<file path="config.mk">
export PLATFORM = sky130hd
export DESIGN_NAME = wb_port_arbiter
export DESIGN_NICKNAME = d
export VERILOG_FILES = /design/src/rtl/wb_port_arbiter.sv
export SDC_FILE = /design/constraint.sdc
export NUM_CORES = 1
export LEC_CHECK = 0
export BUFFER_PORTS_ARGS = -buffer_cell sky130_fd_sc_hd__buf_2
export CORE_MARGIN = 1.5
export CORE_UTILIZATION = 35
export CTS_CLUSTER_SIZE = 24
export DETAILED_ROUTE_END_ITERATION = 10
export GPL_TIMING_DRIVEN = 0
export PLACE_DENSITY = 0.58
export SYNTH_ARGS = -nofsm -noshare
export SYNTH_HDL_FRONTEND = slang
export SYNTH_SLANG_ARGS = --single-unit
</file>
<file path="constraint.sdc">
create_clock -name clk_i -period 2.7 [get_ports clk_i]
set_input_delay 0.135 -clock clk_i [delete_from_list [all_inputs] [get_ports clk_i]]
set_output_delay 0.135 -clock clk_i [all_outputs]
set_load 0.02 [all_outputs]
</file>
<file path="src/rtl/wb_port_arbiter.sv">
// Register-file write-port arbiter: in-order writeback has priority, multi-cycle results queue in
// a small FIFO and drain into idle slots. Optional macro WB_BYPASS_EN lets mc results skip an empty FIFO.
module wb_port_arbiter #(
  parameter int unsigned XLEN         = 32,
  parameter int unsigned DEPTH        = 4,
  parameter int unsigned STARVE_LIMIT = 8
) (
  input  logic            clk_i,
  input  logic            rst_ni,
  input  logic            pipe_we_i,
  input  logic [4:0]      pipe_rd_i,
  input  logic [XLEN-1:0] pipe_data_i,
  input  logic            mc_valid_i,
  output logic            mc_ready_o,
  input  logic [4:0]      mc_rd_i,
  input  logic [XLEN-1:0] mc_data_i,
  output logic            rf_we_o,
  output logic [4:0]      rf_rd_o,
  output logic [XLEN-1:0] rf_wd_o,
  output logic            stall_req_o,
  input  logic [4:0]      chk_rd_i,
  output logic            chk_hit_o
);

  localparam int unsigned PtrW = $clog2(DEPTH);
  localparam int unsigned CntW = PtrW + 1;
  localparam int unsigned StW  = $clog2(STARVE_LIMIT + 1);
  localparam logic [CntW-1:0] Full    = CntW'(DEPTH);
  localparam logic [StW-1:0]  StLimit = StW'(STARVE_LIMIT);

  logic [4:0]      rd_mem_q   [DEPTH];
  logic [XLEN-1:0] data_mem_q [DEPTH];

  logic [PtrW-1:0] head_q, head_d, tail_q, tail_d;
  logic [CntW-1:0] count_q, count_d;
  logic [StW-1:0]  starve_q, starve_d;
  logic            rf_we_q, rf_we_d;
  logic [4:0]      rf_rd_q, rf_rd_d;
  logic [XLEN-1:0] rf_wd_q, rf_wd_d;

  logic pipe_req, not_full, not_empty, xfer, bypass, push, pop;

  always_comb begin
    pipe_req  = pipe_we_i && (pipe_rd_i != 5'd0);
    not_full  = (count_q != Full);
    not_empty = (count_q != '0);
    xfer      = mc_valid_i && not_full;
    pop       = !pipe_req && not_empty;
`ifdef WB_BYPASS_EN
    bypass    = xfer && !pipe_req && !not_empty && (mc_rd_i != 5'd0);
`else
    bypass    = 1'b0;
`endif
    // rd=0 results are accepted but dropped.
    push      = xfer && (mc_rd_i != 5'd0) && !bypass;
  end

  always_comb begin
    head_d  = head_q;
    tail_d  = tail_q;
    count_d = count_q;
    rf_we_d = 1'b0;
    rf_rd_d = rf_rd_q;
    rf_wd_d = rf_wd_q;

    if (pipe_req) begin
      rf_we_d = 1'b1;
      rf_rd_d = pipe_rd_i;
      rf_wd_d = pipe_data_i;
    end else if (pop) begin
      rf_we_d = 1'b1;
      rf_rd_d = rd_mem_q[head_q];
      rf_wd_d = data_mem_q[head_q];
    end else if (bypass) begin
      rf_we_d = 1'b1;
      rf_rd_d = mc_rd_i;
      rf_wd_d = mc_data_i;
    end

    if (pop)  head_d = head_q + 1'b1;
    if (push) tail_d = tail_q + 1'b1;

    unique case ({push, pop})
      2'b10:   count_d = count_q + 1'b1;
      2'b01:   count_d = count_q - 1'b1;
      default: count_d = count_q;
    endcase

    if (pop || !not_empty) begin
      starve_d = '0;
    end else if (starve_q != StLimit) begin
      starve_d = starve_q + 1'b1;
    end else begin
      starve_d = starve_q;
    end
  end

  always_ff @(posedge clk_i) begin
    if (!rst_ni) begin
      head_q   <= '0;
      tail_q   <= '0;
      count_q  <= '0;
      starve_q <= '0;
      rf_we_q  <= 1'b0;
      rf_rd_q  <= '0;
      rf_wd_q  <= '0;
    end else begin
      head_q   <= head_d;
      tail_q   <= tail_d;
      count_q  <= count_d;
      starve_q <= starve_d;
      rf_we_q  <= rf_we_d;
      rf_rd_q  <= rf_rd_d;
      rf_wd_q  <= rf_wd_d;
    end
  end

  // Storage needs no reset: validity is tracked by head/count alone.
  always_ff @(posedge clk_i) begin
    if (rst_ni && push) begin
      rd_mem_q[tail_q]   <= mc_rd_i;
      data_mem_q[tail_q] <= mc_data_i;
    end
  end

  always_comb begin
    logic [PtrW-1:0] off;
    off       = '0;
    chk_hit_o = 1'b0;
    for (int unsigned j = 0; j < DEPTH; j++) begin
      off = PtrW'(j) - head_q;
      if (({1'b0, off} < count_q) && (rd_mem_q[j] == chk_rd_i)) chk_hit_o = 1'b1;
    end
    if (chk_rd_i == 5'd0) chk_hit_o = 1'b0;
  end

  assign mc_ready_o  = not_full || !rst_ni;
  assign stall_req_o = (starve_q == StLimit);
  assign rf_we_o     = rf_we_q;
  assign rf_rd_o     = rf_rd_q;
  assign rf_wd_o     = rf_wd_q;

endmodule

</file>
==> impl_metrics.toml <==
[timing]
fin_skew_ps = 11.2
drv_slew = 0
setup_viol = 0
max_freq_mhz = 388
period_share_pct = 95.6
min_period_ps = 2580
slew_headroom_pct = 47.9
worst_slew_pin_slew_ps = 781
grt_setup_unrepaired = "false"
hold_viol_final = 0

[logic_synthesis]
ys_ff_latch = 199
netlist_area_um2 = 7970
synth_cells = 524
yosysWarnings = 0
ys_types = 41
syn-num-nets = 619
async_flop_share_pct = 0
syn_area_per_cell_um2 = 15.2
synth_edf_count = 148
seq_area_frac_synth_pct = 68.6
yosys_most_used_dff = "edfxtp_1"

[critical_path]
crit_chain = "dlygate4sd3_1 -> buf_2 -> or4_1 -> o21ai_2 -> and2_4 -> ha_1 -> inv_1 -> fa_1 -> xor2_1 -> or3_1 -> a21boi_1"
crit_path_top_delay_cell = "dlygate4sd3_1"
critPathKind = "in2reg"
worst-path-max-fanout = 3
end_kind = "flop"
cp-start-kind = "primary input"
crit_arrival_ps = 2930
required_ps = 3050
cp_slowest_stage_delay_ps = 540

[power]
p_leak_nw = 3.58
powerDensity_nw_per_um2 = 871
total_power_mw = 8.76
vdd_drop_max_uv = 462

[cells_and_area]
num_antenna_cells = 0
drive_above_1_share_pct = 29.6
synthToLayoutAreaGrowth_pct = 26.2
stdcell_count = 1008
fillCellCount = 2005
mostFrequentLayoutCells = "edfxtp_1, buf_2, nand2_1, dfxtp_1, dlygate4sd3_1"
final_common_cell = "edfxtp_1"
layout.nets = 805

[cts]
cts_buffers = 17
clock_latency_ps = 420
cts.clk_slew.worst_paths_ps = 70
clock_path_buffers = 2
cts.sinks = 199
cts_root_buffer = "clkbuf_16"
htreeDepth = 4
cts_tree = "yes"

[floorplanning]
rows = 55
die_w_um = 154
io_pins = 124
core_um2 = 22500
die_h_um = 154
start_util_pct = 35.4
die_area_um2 = 23700

[flow_run]
cap_violations = 0

[route]
vias_per_cell = 5.05
wirelength_mm = 19.0
first_pass_iters = 4
antenna_left = 0
drc = 0
drt_iter0_markers = 349
wl_per_cell_um = 18.8
vias = 5088

[hold_path]
hp-class = "in2reg"

[placement]
post-dp-hpwl_mm = 13.3
placed_cells = 931
port_buffers = 118
gp_congestion = 0.880

[global_route]
grt.overflow.total = 0
grt_pass1_vias = 5365
grt_max_degree = 23
grt_pass1_wl_mm = 29.1
grtUsageTotal_pct = 16.4
antenna_found_initial = 0

[status]
status = "finished, final reports clean"
[logic make-up after synthesis]
kind of cell	share of synthesized area (%)
AOI/OAI and AO/OA	6.52
xor gates and xnor gates	3.19
adders and majority gates	1.98
buffers and inverters	2.76
DFF	68.6
muxes	10.8
and+or+nand+nor	6.14
[layer usage]
metal / vias up / GRT usage, % / routed length [um]
met5: - / 0 / 0
met4: 0 / 6.29 / 433
met3: 30 / 3.38 / 906
met2: 160 / 28.8 / 9690
met1: 2539 / 19.7 / 7950
li1: 2359 / - / -
[report_power, final]
part / switching, mW / internal (mW) / total, mW
clock network: 1.14 / 1.39 / 2.53
registers: 0.147 / 3.58 / 3.73
logic: 1.50 / 0.999 / 2.50
total: 2.78 / 5.98 / 8.76
[synth_stat cells (5+ instances only)]
library cell / count / area share, %
mux4_2: 37 / 10
a31oi_1: 35 / 2.7
inv_1: 10 / 0.47
nand2_1: 76 / 3.6
clkbuf_1: 19 / 0.89
edfxtp_1: 148 / 56
buf_2: 7 / 0.44
ha_1: 11 / 1.7
xor2_1: 14 / 1.5
dfxtp_1: 51 / 13
and2_1: 5 / 0.39
nor2_1: 6 / 0.28
buf_6: 5 / 0.71
xnor2_1: 15 / 1.6
o21ai_0: 25 / 1.6
nand3_1: 5 / 0.31
o21ai_1: 14 / 0.88
[state kept, by name (all words and copies together), names as in the netlist, named ones only]
signal      count
count_q         3
data_mem_q    128
head_q          2
rd_mem_q       20
rf_rd_o         5
rf_wd_o        32
rf_we_o         1
starve_q        4
tail_q          2
[metrics by stage]
stage          setup TNS [ps]  hold slack (ps)  setup WS, ps  area, um2  util [%]
3_5_place_dp                0              353          88.5       9000      40.0
4_1_cts                     0             2.68          2.40      10000      44.6
2_1_floorplan               0              234           467       7970         -
5_1_grt                     0             24.5          12.0      10100      44.7
6_report                    0             18.9           120      10100      44.7
3_3_place_gp           -45500              345          -314       8920      39.6
[final timing paths]
path                            cells past startpoint            from    endpoint  slack, ps
worst max-delay path                               11    pipe_rd_i[2]  count_q[2]        120
worst min-delay path                                3  pipe_data_i[7]  rf_wd_o[7]         20
worst max register to register                      9      count_q[2]  count_q[2]        200
worst min register to register                      2      rf_rd_o[1]  rf_rd_o[1]        480
[final cells by class]
class | instances | area, um2 | share of cell area, %
Tap cell | 285 | 357 | 3.55
Clock inverter | 14 | 161 | 1.61
Inverter | 11 | 41.3 | 0.411
Clock buffer | 18 | 429 | 4.27
Sequential cell | 199 | 5470 | 54.4
Multi-Input combinational cell | 280 | 2300 | 22.9
Buffer | 34 | 179 | 1.78
Timing Repair Buffer | 167 | 1120 | 11.1
[repair_timing]
item,4_1_cts,5_1_grt
hold endpoints to repair,153,0
gates resized for setup,0,4
hold buffers,44,0
buffers inserted,0,1
endpoints found under the setup margin,0,1
[critical path, delay by kind of cell]
kind | cells | cell delay, ps
AND/OR/NAND/NOR | 3 | 980
AO/OA/AOI/OAI | 2 | 370
XOR/XNOR | 1 | 160
adder cells (fa/ha/maj) | 2 | 550
buffers and inverters | 3 | 720
Power figures use the tool's default switching activity.
